--- config.mk ---
export PLATFORM = sky130hd
export DESIGN_NAME = uart_echo_ctrl
export DESIGN_NICKNAME = d
export VERILOG_FILES = /design/src/rtl/uart_echo_ctrl_pkg.sv /design/src/rtl/uart_sync_fifo.sv /design/src/rtl/uart_echo_ctrl.sv
export SDC_FILE = /design/constraint.sdc
export NUM_CORES = 1
export LEC_CHECK = 0
export CAP_MARGIN = 20
export CELL_PAD_IN_SITES_DETAIL_PLACEMENT = 2
export CELL_PAD_IN_SITES_GLOBAL_PLACEMENT = 2
export CORE_ASPECT_RATIO = 1.75
export CORE_MARGIN = 4
export CORE_UTILIZATION = 43
export DETAILED_ROUTE_END_ITERATION = 10
export GPL_TIMING_DRIVEN = 0
export PLACE_DENSITY = 0.83
export RECOVER_POWER = 50
export SYNTH_ARGS = -nofsm -noshare
export SYNTH_HDL_FRONTEND = slang
export SYNTH_SLANG_ARGS = --single-unit
--- constraint.sdc ---
create_clock -name CLK -period 3.5 [get_ports CLK]
set_input_delay 0.7 -clock CLK [delete_from_list [all_inputs] [get_ports CLK]]
set_output_delay 0.7 -clock CLK [all_outputs]
set_load 0.01 [all_outputs]
--- src/rtl/uart_echo_ctrl_pkg.sv ---
// Shared types and constants for the greeting + echo controller.
//   state_e   : controller FSM states
//   AsciiCr/Lf: line-control characters
//   idx_width : index width helper that never returns zero
package uart_echo_ctrl_pkg;

  typedef enum logic [2:0] {
    StGreet,
    StIdle,
    StSend,
    StWaitHi,
    StWaitLo
  } state_e;

  localparam logic [7:0] AsciiCr = 8'h0D;
  localparam logic [7:0] AsciiLf = 8'h0A;

  // Bits needed to index n items; at least 1 so a one-entry table still has an index.
  function automatic int unsigned idx_width(int unsigned n);
    return (n > 1) ? $clog2(n) : 1;
  endfunction

endpackage

--- src/rtl/uart_sync_fifo.sv ---
// Synchronous first-word-fall-through FIFO with exact occupancy count.
//   clk_i, rst_ni : clock, asynchronous active-low reset
//   push_i/data_i : write request and data (ignored when full unless popping in the same cycle)
//   pop_i         : read request (ignored when empty); data_o is the current head
//   full_o/empty_o: status flags, count_o: occupancy 0..DEPTH
module uart_sync_fifo #(
  parameter int unsigned WIDTH = 8,
  parameter int unsigned DEPTH = 8
) (
  input  logic                     clk_i,
  input  logic                     rst_ni,
  input  logic                     push_i,
  input  logic [WIDTH-1:0]         data_i,
  input  logic                     pop_i,
  output logic [WIDTH-1:0]         data_o,
  output logic                     full_o,
  output logic                     empty_o,
  output logic [$clog2(DEPTH):0]   count_o
);

  localparam int unsigned AW = $clog2(DEPTH);
  localparam int unsigned CW = AW + 1;
  localparam logic [CW-1:0] FullCnt = CW'(DEPTH);

  logic [WIDTH-1:0] mem_q [DEPTH];
  logic [AW-1:0]    wr_ptr_q, wr_ptr_d;
  logic [AW-1:0]    rd_ptr_q, rd_ptr_d;
  logic [CW-1:0]    count_q, count_d;
  logic             push_ok, pop_ok;

  always_comb begin
    full_o   = (count_q == FullCnt);
    empty_o  = (count_q == '0);
    pop_ok   = pop_i && !empty_o;
    // A pop frees a slot this cycle, so a simultaneous push into a full FIFO is accepted.
    push_ok  = push_i && (!full_o || pop_ok);
    wr_ptr_d = wr_ptr_q + AW'(push_ok);
    rd_ptr_d = rd_ptr_q + AW'(pop_ok);
    count_d  = count_q + CW'(push_ok) - CW'(pop_ok);
  end

  always_ff @(posedge clk_i or negedge rst_ni) begin
    if (!rst_ni) begin
      wr_ptr_q <= '0;
      rd_ptr_q <= '0;
      count_q  <= '0;
    end else begin
      wr_ptr_q <= wr_ptr_d;
      rd_ptr_q <= rd_ptr_d;
      count_q  <= count_d;
    end
  end

  // Storage needs no reset; the count gates every read.
  always_ff @(posedge clk_i) begin
    if (push_ok) begin
      mem_q[wr_ptr_q] <= data_i;
    end
  end

  assign data_o  = mem_q[rd_ptr_q];
  assign count_o = count_q;

endmodule

--- src/rtl/uart_echo_ctrl.sv ---
// Greeting + echo controller between board logic and a uart core.
// Sends a banner after reset (or on greet_req), buffers received bytes and echoes them back,
// byte by byte (ECHO_MODE 0) or a line at a time (ECHO_MODE 1).
//   CLK, RST_N : clock, asynchronous active-low reset
//   greet_req  : pulse, replay the banner once the current byte / line drain is done
//   rx_valid/rx_data : received byte strobe and data from the uart core
//   tx_busy    : uart core is_transmitting
//   tx_start/tx_data : one-cycle transmit pulse and byte (held until the next pulse)
//   fifo_count : RX FIFO occupancy, overflow: sticky dropped-byte flag
//   greet_done : first banner fully handed off
module uart_echo_ctrl
  import uart_echo_ctrl_pkg::*;
#(
  parameter int unsigned               GREETING_LEN = 10,
  parameter logic [8*GREETING_LEN-1:0] GREETING     = "\nWelcome:\n",
  parameter int unsigned               FIFO_DEPTH   = 8,
  parameter int unsigned               ECHO_MODE    = 0,
  parameter logic [7:0]                EOL_CHAR     = AsciiCr
) (
  input  logic                        CLK,
  input  logic                        RST_N,
  input  logic                        greet_req,
  input  logic                        rx_valid,
  input  logic [7:0]                  rx_data,
  input  logic                        tx_busy,
  output logic                        tx_start,
  output logic [7:0]                  tx_data,
  output logic [$clog2(FIFO_DEPTH):0] fifo_count,
  output logic                        overflow,
  output logic                        greet_done
);

  localparam int unsigned   CW      = $clog2(FIFO_DEPTH) + 1;
  localparam int unsigned   IW      = idx_width(GREETING_LEN);
  localparam logic [IW-1:0] LastIdx = IW'(GREETING_LEN - 1);
  localparam logic [CW-1:0] FullCnt = CW'(FIFO_DEPTH);

  state_e        state_q, state_d;
  logic [IW-1:0] idx_q, idx_d;
  logic          greeting_q, greeting_d;    // current handshake belongs to the banner
  logic          greet_pend_q, greet_pend_d;
  logic          line_rel_q, line_rel_d;
  logic          overflow_q, overflow_d;
  logic          greet_done_q, greet_done_d;
  logic          tx_start_q, tx_start_d;
  logic [7:0]    tx_data_q, tx_data_d;
  logic [7:0]    byte_q, byte_d;            // popped byte waiting for the uart to go idle

  logic          fifo_pop, fifo_full, fifo_empty, push_ok, want_pop;
  logic [7:0]    fifo_head, greet_byte;
  logic [CW-1:0] fifo_cnt, cnt_next;
  logic [8*GREETING_LEN-1:0] greet_shift;

  uart_sync_fifo #(
    .WIDTH (8),
    .DEPTH (FIFO_DEPTH)
  ) u_fifo (
    .clk_i   (CLK),
    .rst_ni  (RST_N),
    .push_i  (rx_valid),
    .data_i  (rx_data),
    .pop_i   (fifo_pop),
    .data_o  (fifo_head),
    .full_o  (fifo_full),
    .empty_o (fifo_empty),
    .count_o (fifo_cnt)
  );

  always_comb begin
    // Banner ROM: first character sits in the most significant byte.
    greet_shift = GREETING << {idx_q, 3'b000};
    greet_byte  = greet_shift[8*GREETING_LEN-1 -: 8];

    state_d      = state_q;
    idx_d        = idx_q;
    greeting_d   = greeting_q;
    greet_pend_d = greet_pend_q | greet_req;
    greet_done_d = greet_done_q;
    tx_start_d   = 1'b0;
    tx_data_d    = tx_data_q;
    byte_d       = byte_q;
    fifo_pop     = 1'b0;

    // Line mode: an already released line drains ahead of a pending banner.
    // Byte mode: a pending banner goes ahead of queued bytes.
    if (ECHO_MODE != 0) begin
      want_pop = line_rel_q && !fifo_empty;
    end else begin
      want_pop = !greet_pend_q && !fifo_empty;
    end

    unique case (state_q)
      StGreet: begin
        if (!tx_busy) begin
          tx_start_d = 1'b1;
          tx_data_d  = greet_byte;
          state_d    = StWaitHi;
          if (idx_q == LastIdx) begin
            idx_d        = '0;
            greeting_d   = 1'b0;
            greet_done_d = 1'b1;
          end else begin
            idx_d = idx_q + IW'(1);
          end
        end
      end
      StIdle: begin
        if (want_pop) begin
          // Only dequeue when the uart is free, so a stuck-busy uart leaves bytes counted.
          if (!tx_busy) begin
            fifo_pop = 1'b1;
            byte_d   = fifo_head;
            state_d  = StSend;
          end
        end else if (greet_pend_q) begin
          greet_pend_d = greet_req;
          greeting_d   = 1'b1;
          state_d      = StGreet;
        end
      end
      StSend: begin
        if (!tx_busy) begin
          tx_start_d = 1'b1;
          tx_data_d  = byte_q;
          state_d    = StWaitHi;
        end
      end
      StWaitHi: begin
        if (tx_busy) begin
          state_d = StWaitLo;
        end
      end
      StWaitLo: begin
        if (!tx_busy) begin
          state_d = greeting_q ? StGreet : StIdle;
        end
      end
      default: state_d = StGreet;
    endcase

    push_ok    = rx_valid && (!fifo_full || fifo_pop);
    cnt_next   = fifo_cnt + CW'(push_ok) - CW'(fifo_pop);
    overflow_d = overflow_q | (rx_valid && !push_ok);

    line_rel_d = line_rel_q;
    if ((push_ok && (rx_data == EOL_CHAR)) || (cnt_next == FullCnt)) begin
      line_rel_d = 1'b1;
    end else if (cnt_next == '0) begin
      line_rel_d = 1'b0;
    end
  end

  always_ff @(posedge CLK or negedge RST_N) begin
    if (!RST_N) begin
      state_q      <= StGreet;
      idx_q        <= '0;
      greeting_q   <= 1'b1;
      greet_pend_q <= 1'b0;
      line_rel_q   <= 1'b0;
      overflow_q   <= 1'b0;
      greet_done_q <= 1'b0;
      tx_start_q   <= 1'b0;
      tx_data_q    <= '0;
      byte_q       <= '0;
    end else begin
      state_q      <= state_d;
      idx_q        <= idx_d;
      greeting_q   <= greeting_d;
      greet_pend_q <= greet_pend_d;
      line_rel_q   <= line_rel_d;
      overflow_q   <= overflow_d;
      greet_done_q <= greet_done_d;
      tx_start_q   <= tx_start_d;
      tx_data_q    <= tx_data_d;
      byte_q       <= byte_d;
    end
  end

  assign tx_start   = tx_start_q;
  assign tx_data    = tx_data_q;
  assign fifo_count = fifo_cnt;
  assign overflow   = overflow_q;
  assign greet_done = greet_done_q;

endmodule
# == After elaboration in Yosys (flattened, before gate mapping) ==
# Memories as Yosys holds them, arrays and structs flattened. A register that Yosys moved wholly into a read port is not among the register bits.
# Cells that the tools add are included.
# word_totals
word_cells,86
ff_bits,30
out_inout_bits,15
ramBits,64
n_memories,1
# mem_list
memory,words,word_bits,rd,rd_clocked_by_memory_dff,wr,line,source
u_fifo.mem_q,8,8,1,1,1,uart_sync_fifo.sv:25,logic [WIDTH-1:0] mem_q [DEPTH];
# classes
n_eq_ne,16
shifts,1
bitwise,3
addsub,5
reduce_logical,23
muxes,26
# op_table
operator,n
$shl A76 B7 Y80 const A,1
$mux W3,6
$mux W8,2
$ne A2 B2 Y1 const B,8
$pmux W8 S2,1
$mux W1,14
$pmux W3 S4,1
$reduce_and A5 Y1,2
$reduce_and A3 Y1,3
$eq A4 B4 Y1 const B,2
$add A3 B1 Y3,2
$eq A3 B2 Y1 const B,2
$ne A3 B3 Y1 const B,2
$logic_and A1 B1 Y1,5
$logic_not A1 Y1,5
$add A4 B1 Y4,1
$add A4 B1 Y4 const B,1
$logic_not A4 Y1,1
$mux W4,1
$reduce_bool A2 Y1,2
$sub A4 B1 Y4,1
$eq A3 B1 Y1 const B,1
$eq A3 B3 Y1 const B,1
$logic_not A3 Y1,1
other kinds (6),8

# == Longest topological paths before layout ==
# logic_depth
word_depth,10
ltp_mapped,11
ltp_nobuf,10

# == By module ==
# From an unflattened synthesis, not the netlist that was laid out.
# hier_totals
hier_cells,273
hier_area_um2,4445.5
# modules_own_cells
module,instances,seq_area_each_um2,cells_per_inst,area_per_inst_um2
uart_sync_fifo,1,2172.1,144,3062.9
uart_echo_ctrl,1,701.9,129,1382.6

# == Worst setup path before layout ==
# OpenSTA, ideal clock, no wires.
# synth_path
path_kind,reg2reg
startpoint,register state_q[2]
endpoint,"memory u_fifo.mem_q[0][0], enable pin"
setup_time_ns,0.395
setup_slack_ns,0.816
path_stages_with_launch,6
n_path_buf,1
arrival_ns,2.289
required_ns,3.105
cell_sequence,dfrtp_1 buf_6 or4b_4 o311ai_4 nand2_4 nor4_1
# synth_via
elab_chain_cells,7
# synth_rtl
item,line,source
"start, declared",uart_echo_ctrl.sv:38,"state_e state_q, state_d;"
"start signal, assigned",uart_echo_ctrl.sv:155,state_q <= StGreet;
"start signal, assigned",uart_echo_ctrl.sv:166,state_q <= state_d;
$eq A3 B1 Y1,uart_echo_ctrl.sv:92,unique case (state_q)
$mux W1,uart_echo_ctrl.sv:92,
$logic_and A1 B1 Y1,uart_sync_fifo.sv:34,pop_ok = pop_i && !empty_o;
$logic_or A1 B1 Y1,uart_sync_fifo.sv:36,push_ok = push_i && (!full_o || pop_ok);
$logic_and A1 B1 Y1,uart_sync_fifo.sv:36,
$mux W1,uart_sync_fifo.sv:56,if (push_ok) begin
$mux W1 (implied by the code),uart_sync_fifo.sv:57,mem_q[wr_ptr_q] <= data_i;
"end, declared",uart_sync_fifo.sv:25,
# No other way between the ends.

# == Final worst setup path ==
# layout_path
startpoint,register state_q[2]
endpoint,"register u_fifo.count_q[2], in the netlist u_fifo.count_o[2]"
# layout_via
elab_chain_cells,7
# layout_rtl
item,line,source
$eq A3 B1 Y1 (*),uart_echo_ctrl.sv:92,
$mux W1 (*),uart_echo_ctrl.sv:92,
$logic_and A1 B1 Y1 (*),uart_sync_fifo.sv:34,
$logic_or A1 B1 Y1,uart_sync_fifo.sv:36,
$logic_and A1 B1 Y1,uart_sync_fifo.sv:36,
$add A4 B1 Y4,uart_sync_fifo.sv:39,count_d = count_q + CW'(push_ok) - CW'(pop_ok);
$sub A4 B1 Y4 (*),uart_sync_fifo.sv:39,
net u_fifo.count_d[2],uart_sync_fifo.sv:28,"logic [CW-1:0] count_q, count_d;"
"end signal, assigned",uart_sync_fifo.sv:50,count_q <= count_d;
"end, declared",uart_sync_fifo.sv:28,
# Mark *: on every way through the listed nets, which the timed path passes. The rest lies on a longest branch.
# A chain may end at the register's enable or synchronous reset.

==> qor.csv <==
metric;value;unit
grt_max_degree;39;
final_cell_mix;edfxtp_1 (64), dfrtp_1 (37), nor2_1 (20), inv_1 (17), a21oi_1 (17);
yosys.area_share.simple;0.0838;
fin_util;0.516;
cts_tree;yes;
cp.arrival;3.25;ns
yosys.area.top_type;edfxtp_1;
rows;48;
synth_edf_count;64;
synth_top_area_share;0.441;
powerDensity;870;nW/um2
ys_ff_latch;102;
avgSynthCellArea;15.1;um2
hp-class;flip-flop to flip-flop;
wl;10200;um
synth_ff_type;edfxtp_1;
finalNonFillerCells;458;
drtAntennaViolNets;0;
drt_pre_antenna_iters;4;
synthArstFlopShare;0.373;
synth_compound_area_frac;0.0645;
synthCells;288;
fmax;0.331;GHz
timing.rr.start;state_q[2];
syn_to_final_growth;17.3;%
die_w;84.1;um
first_global_vias;2918;
r2r_end;u_fifo.count_o[2];
coreArea;9910;um2
grt_pass1_wl;16300;um
violations;capacitance limit, slew limit;
start_util;0.440;
placed_area;4810;um2
hold_buffers;0;
drcViolationCount;0;
gr-total-overflow;0;
gp_congestion;0.806;
max_slew_margin;-0.436;
grt_antenna_before_repair;0;
dieArea;11900;um2
hold_start;greet_done;
avgRoutedWirePerCell;22.2;um
r2r_cells;10;
syn-num-nets;315;
holdPathEnd;greet_done;
fin_nets;355;
syn-cell-area;4360;um2
io_buffers;27;
yosys.area_share.adder;0.0419;
r2r_slack;0.47;ns
power_leakage;1.90;nW
clock_latency;0.35;ns
clockBufferDepth;2;
drive_gt1_frac;0.162;
ys_types;50;
ir_drop;0.448;mV
hold_depth;1;
synth.mux.area_fraction;0.106;
worstSetupStartpoint;state_q[2];
cts_made_buffers;9;
post-route-cell-area;5120;um2
critPathKind;flip-flop to flip-flop;
synth-xor-area-share;0.0141;
io_pins;28;
critPathLaunchType;flip-flop;
cp_max_fo;10;
clock-sinks;102;
status;finished, violations left;
report.final.slew_viol_count;39;
setup_viol;0;
nFillCells;899;
initialDrtViolationCount;97;
period_share;0.864;
n_antenna_cell;0;
period_minus_slack;3.03;ns
placedCellCount;442;
rsz0062_at_grt;false;
netlist_top_cells_area;edfxtp_1 (44%), dfrtp_1 (21%), mux4_2 (8.3%), ha_1 (3.7%), mux2i_1 (2.3%);
cap_violations;1;
dp_hpwl;7030;um
grt_util_all_layers;0.185;
ys.warnings.count;0;
post_cts_resized;0;
routed_via_density;5.51;
synth_top_family_by_area;multiplexers;
synth-seq-area-share;0.659;
die_h;141;um
cp_data_required_time;3.73;ns
fin_skew;0.00996;ns
vias;2523;
crit_path_end_kind;flip-flop;
cts-root-buf;clkbuf_16;
tightest_slew;2.15;ns
hold_viol_final;0;
cts.clk_slew.worst_paths;0.07;ns
htree_levels;3;
post_cts_buffers;0;
final_common_cell;edfxtp_1;
-- cells in the mapped netlist, types with 2 or more instances --
cell      count
a211oi_1      2
a21oi_1      17
buf_2         4
buf_6         2
clkbuf_1      6
dfrtp_1      37
edfxtp_1     64
ha_1         13
inv_1        17
mux2i_1      10
mux4_2       16
nand2_1      16
nand2b_1      4
nor2_1       20
nor3_1        3
nor4_1        2
o21ai_0      12
o22ai_1       6
xnor2_1       3
xor2_1        4
-- cell families (layout without fill, tap and decap cells) --
kind of cell / after synthesis / after routing
fa+ha+maj: 14 / 14
buf+inv: 31 / 76
compound gates: 45 / 45
simple gates: 63 / 63
xor+xnor: 7 / 7
mux: 26 / 26
flops: 102 / 102
-- sequential cells by signal, summed over array words and instances (netlist names) --
name / cells
u_fifo.mem_q: 64
byte_q: 8
tx_data: 8
idx_q: 4
u_fifo.count_o: 4
state_q: 3
u_fifo.rd_ptr_q: 3
u_fifo.wr_ptr_q: 3
greet_done: 1
greet_pend_q: 1
greeting_q: 1
overflow: 1
tx_start: 1
-- report_power, final --
group	switching, mW	leakage (nW)	internal, mW	total (mW)
Sequential	0.207	1.03	1.61	1.82
Combinational	0.911	0.720	0.712	1.62
Clock	0.497	0.148	0.512	1.01
-- critical path, stage by stage (launching register included) --
cell	delay [ns]
dfrtp_1	0.37
clkbuf_1	0.22
or4b_4	0.61
nor3_4	0.45
buf_6	0.22
ha_1	0.23
inv_1	0.06
ha_1	0.16
inv_1	0.06
fa_1	0.39
xnor2_1	0.14
-- layer usage --
metal | vias to the layer above | track usage | routed length [um]
met2 | 35 | 0.345 | 5870
met3 | 18 | 0.0357 | 226
met1 | 1324 | 0.203 | 3800
met5 | - | 0 | 0
li1 | 1146 | - | -
met4 | 0 | 0.0729 | 270
-- worst max path at each step --
stage / to / cells after the start
finish: u_fifo.count_o[2] / 10
CTS: u_fifo.count_o[2] / 10
global placement: u_fifo.mem_q[0][6] / 4
detailed placement: u_fifo.count_o[2] / 9
floorplan: u_fifo.mem_q[0][0] / 5
global route: u_fifo.count_o[2] / 10
-- area by class of cell --
class / instances / area [um2] / share of cell area
flip-flops and latches: 102 / 2870 / 0.562
multi-input cells: 155 / 1370 / 0.267
repair buffers: 29 / 277 / 0.0540
clock buffers: 9 / 225 / 0.0440
well taps: 125 / 156 / 0.0306
clock inverters: 7 / 90.1 / 0.0176
inverters: 18 / 67.6 / 0.0132
plain buffers: 13 / 60.1 / 0.0117
-- through the flow --
step           power [mW]  TNS (ns)  setup WS, ns  hold WS, ns
2_1_floorplan        2.85         0         0.816        0.404
3_3_place_gp         3.33     -3.69        -0.426        0.449
3_5_place_dp         3.46         0         0.241        0.466
4_1_cts              4.53         0         0.553        0.482
5_1_grt              4.75         0         0.274        0.492
6_report             4.45         0         0.475        0.471
Note: power is estimated with default switching activity, not from simulation.
==> variant 1: new RTL, same settings <==
The output `tx_start` loses its register stage (`tx_start_q` becomes a continuous assignment).
--- a/src/rtl/uart_echo_ctrl.sv
+++ b/src/rtl/uart_echo_ctrl.sv
@@ -159,7 +159,6 @@
       line_rel_q   <= 1'b0;
       overflow_q   <= 1'b0;
       greet_done_q <= 1'b0;
-      tx_start_q   <= 1'b0;
       tx_data_q    <= '0;
       byte_q       <= '0;
     end else begin
@@ -170,11 +169,12 @@
       line_rel_q   <= line_rel_d;
       overflow_q   <= overflow_d;
       greet_done_q <= greet_done_d;
-      tx_start_q   <= tx_start_d;
       tx_data_q    <= tx_data_d;
       byte_q       <= byte_d;
     end
   end
+
+  assign tx_start_q = tx_start_d;
 
   assign tx_start   = tx_start_q;
   assign tx_data    = tx_data_q;
Function: changed (Yosys sat finds a counterexample within 4 cycles, from zero or initial values and one cycle with RST_N low).
==> variant 1 against the unedited design <==
  * The flow still finishes with violations (max-capacitance violations, max-slew violations)
  * Worst setup slack got worse by 210 ps
  * Via count is 1.6% higher
  * Critical path type is now input port to output pin
  * Combinational power barely moved
  * Worst hold slack lost 6.5 ps
  * First-iteration DRC count is 22% higher
  * Utilization down 0.26 points
  * Power shrank 0.80%
  * Cell count is the same
  * Critical path depth is 4 lower
  * Area after synthesis fell by 0.57%
  * Global-route usage rose by 0.66 points
  * Cell area shrank 1.1%
  * Routed wire length is 2.9% higher
  * Sequential cell count down 1
==> variant 1: results (changes against the unedited design) <==
OUTCOME='complete, but fails checks'
FAILING_CHECKS='max-capacitance violations, max-slew violations'
FINALCLOCKSKEW_PS=12.5  # +2.53 ps
FIRST_PASS_ITERS=6  # +2
SYN-INSTANCE-COUNT=287  # -0.35%
MAX_SLEW_MARGIN_PCT=-41.4  # +2.3 points
DRV_SLEW=38  # -2.6%
NUMBER_OF_GLOBAL_ROUTE_VIAS_BEFORE_REPAIR=2905  # -0.45%
PLACE_CONGESTION=0.801  # -0.65%
DETAILEDROUTE.FIRSTITERATIONVIOLATIONS=118  # +22%
AVGVIACOUNTPERCELL=5.60  # +1.6%
DPL-INSTANCE-AREA_UM2=4790  # -0.52%
MAX_CAP_VIOL_COUNT=1  # unchanged
DETAILROUTE.WIRELENGTH.MET2_UM=5840  # -0.53%
POSTCTSRESIZEDCELLS=2  # +2
DETAIL_ROUTE.WIRELENGTH_UM=10500  # +2.9%
POST_SYNTHESIS_NET_COUNT=314  # -0.32%
SYNTH-SEQ-AREA-SHARE_PCT=65.7  # -0.20 points
MAX-VDD-IR-DROP_V=0.000394  # -12%
GRT_PASS1_WL_UM=16900  # +3.3%
M1WIRELENGTH_UM=4160  # +9.4%
GRT_MAX_DEGREE=38  # -2.6%
GRT_USAGE_PCT=19.2  # +0.66 points
ROUTED-VIA-COUNT=2564  # +1.6%
SYNTH.AREA.TOP_CELLS='edfxtp_1 (44%), dfrtp_1 (21%), mux4_2 (8.3%)'
-- variant 1: cell type report --
type | instances | area (um^2) | area share [%]
clock buffers | 9 | 225 | 4.45
clock inverters | 7 | 65.1 | 1.29
well taps | 125 | 156 | 3.09
inverters | 18 | 67.6 | 1.33
repair buffers | 30 | 280 | 5.54
flip-flops and latches | 101 | 2850 | 56.3
plain buffers | 13 | 61.3 | 1.21
multi-input cells | 155 | 1360 | 26.8
-- variant 1: cells by family after synthesis --
group	after synthesis	share of synthesized area (%)
mux	26	10.6
xor+xnor	7	1.41
flops	101	65.7
fa+ha+maj	14	4.21
buf+inv	31	3.14
compound gates	45	6.49
simple gates	63	8.42
-- variant 1: metal layers --
layer,global-route usage [%],vias up
met3,2.57,17
met2,35.2,42
met5,0,-
met1,22.1,1363
met4,8.14,0
li1,-,1142
-- variant 1: per-stage QoR --
| step | setup WS, ps | utilization [%] |
|---|---|---|
| after floorplan | 816 | - |
| after global placement | -409 | 48.4 |
| after detailed placement | -167 | 48.6 |
| after CTS | 228 | 51.5 |
| after global routing | 157 | 51.4 |
| final | 267 | 51.4 |
-- variant 1: power breakdown --
part	internal, uW	switching [uW]
logic	712	903
registers	1600	211
clock network	502	489
total	2810	1600
-- variant 1: final timing paths --
check,startpoint,endpoint,cells past startpoint,slack [ps]
max,tx_busy,tx_start,6,270
min,greet_done,greet_done,1,460
max reg2reg,state_q[2],u_fifo.count_o[2],10,430
min reg2reg,greet_done,greet_done,1,460
max in group asynchronous,RST_N,idx_q[0],1,1330
min in group asynchronous,RST_N,greet_pend_q,1,950
-- variant 1: critical path: stages --
cell,delay [ps]
dlygate4sd2_1,360
or3_1,350
clkbuf_1,230
clkbuf_2,260
inv_1,90
clkdlybuf4s50_1,540
==> variant 2: new RTL, config.mk and constraints unchanged <==
Made on the original files. Set the parameter `FIFO_DEPTH` to 4 (it was 8).
--- a/src/rtl/uart_echo_ctrl.sv
+++ b/src/rtl/uart_echo_ctrl.sv
@@ -13,7 +13,7 @@
 #(
   parameter int unsigned               GREETING_LEN = 10,
   parameter logic [8*GREETING_LEN-1:0] GREETING     = "\nWelcome:\n",
-  parameter int unsigned               FIFO_DEPTH   = 8,
+  parameter int unsigned               FIFO_DEPTH   = 4,
   parameter int unsigned               ECHO_MODE    = 0,
   parameter logic [7:0]                EOL_CHAR     = AsciiCr
 ) (
Interface: changed (resized fifo_count); port bits go from 28 to 27. The function was not compared with the original's and may differ.
==> variant 2 against the unedited design <==
  * Global-route usage up 0.96 points
  * Sequential power fell by 30%
  * The run still ends with max-capacitance violations, max-slew violations left
  * Sequential cell count shrank 35
  * Worst setup slack gained 350 ps
  * Highest routed layer unchanged
  * Area after synthesis is 33% lower
  * Largest cell class unchanged
  * Power fell by 26%
  * Routed wire length down 31%
  * Cell area decreased by 31%
==> variant 2: results (changes against the unedited design) <==
POST_SYNTHESIS_NET_COUNT=223  # -29%
DPL_WIRE_LENGTH_UM=4500  # -36%
PLACED_CELLS_INCL_TAPS=310  # -30%
FAILING_CHECKS='max-capacitance violations, max-slew violations'
CLK_SHARE_PCT=8.52  # +2.4 points
TIMING.CRITICAL_PATH.ARRIVAL_PS=2890  # -360 ps
SYNTH-SEQ-AREA-SHARE_PCT=63.3  # -2.6 points
CTS_SINKS=67  # -34%
FINAL-SEQ-AREA_UM2=1840  # -36%
COMB.MULTI_INPUT.COUNT=108  # -30%
SYNTH.CELLS.MOST_FREQUENT='dfrtp_1 (34), edfxtp_1 (32), inv_1 (16), nor2_1 (9)'
HOLD_PATH_END='overflow'
DETAIL_ROUTE.WIRELENGTH_UM=6970  # -31%
NUM-NONCLK-BUFFERS=37  # -12%
AVGVIACOUNTPERCELL=5.52  # +0.23%
MAX_CAP_VIOL_COUNT=1  # unchanged
CELLLEAKAGEPOWER_uW=0.00139  # -27%
SYNTH.AREA.TOP_CELLS='edfxtp_1 (33%), dfrtp_1 (29%), mux4_2 (6.2%)'
FINALCLOCKSKEW_PS=5.92  # -4.04 ps
NUMBER_OF_GLOBAL_ROUTE_VIAS_BEFORE_REPAIR=2097  # -28%
DETAILEDROUTE.FIRSTITERATIONVIOLATIONS=113  # +16%
CRITICAL-PATH-TOP-DELAY-FAMILY='adder cells'
OUTCOME='complete, but fails checks'
DRV_SLEW=36  # -7.7%
POST_ROUTE_CELLS_DRIVE_ABOVE_1_SHARE_PCT=19.3  # +3.0 points
GRT_USAGE_PCT=19.5  # +0.96 points
FLIP_FLOP_COUNT_OF_THE_LARGEST_REGISTER_AFTER_LAYOUT=32  # -50%
ROUTE.DETAILED.WL_PER_INST_UM=21.4  # -3.6%
GRT_PASS1_WL_UM=11700  # -28%
SYN-INSTANCE-COUNT=202  # -30%
==> variant 2: cell types whose count changed in the layout (fill, tap and decap cells not counted), sizes merged, moves of 10 or more <==
| cell | before | now |
|---|---|---|
| edfxtp | 64 | 32 |
| nor2 | 21 | 9 |
| nand2 | 17 | 6 |
| a21oi | 18 | 8 |
==> variant 2: worst max path at each step <==
stage	to	slack [ps]	cells past startpoint
2_1_floorplan	u_fifo.count_o[2]	950	11
3_3_place_gp	u_fifo.mem_q[0][7]	250	2
3_5_place_dp	u_fifo.count_o[2]	660	11
4_1_cts	u_fifo.count_o[2]	850	10
5_1_grt	u_fifo.count_o[2]	640	11
6_report	u_fifo.count_o[2]	830	11
==> variant 2: power groups by stage <==
stage	sequential, uW	combinational [uW]	clock, uW
after global routing	1320	1220	968
after global placement	1260	1040	0
after detailed placement	1280	1090	0
final	1280	1100	905
after CTS	1290	1130	920
after floorplan	1270	674	0
==> variant 2: metrics by stage <==
stage / hold WS, ps / total power [uW] / setup slack [ps]
finish: 469 / 3280 / 826
global route: 504 / 3500 / 639
CTS: 473 / 3340 / 854
detailed placement: 461 / 2380 / 663
global placement: 451 / 2310 / 248
floorplan: 404 / 1940 / 947
==> variant 2: routing by layer <==
| metal | track usage, % | routed length [um] | up-vias |
|---|---|---|---|
| li1 | - | - | 823 |
| met1 | 21.9 | 2690 | 949 |
| met2 | 35.6 | 4030 | 18 |
| met3 | 4.91 | 141 | 10 |
| met4 | 6.91 | 105 | 0 |
| met5 | 0 | 0 | - |
==> variant 2: kinds of logic after synthesis <==
group / count (synthesis) / synth area share [%]
AOI/OAI and AO/OA: 36 / 8.53
xor gates and xnor gates: 5 / 1.51
adders and majority gates: 8 / 3.71
buffers and inverters: 27 / 4.05
DFF: 67 / 63.3
muxes: 18 / 10.0
and+or+nand+nor: 41 / 8.88
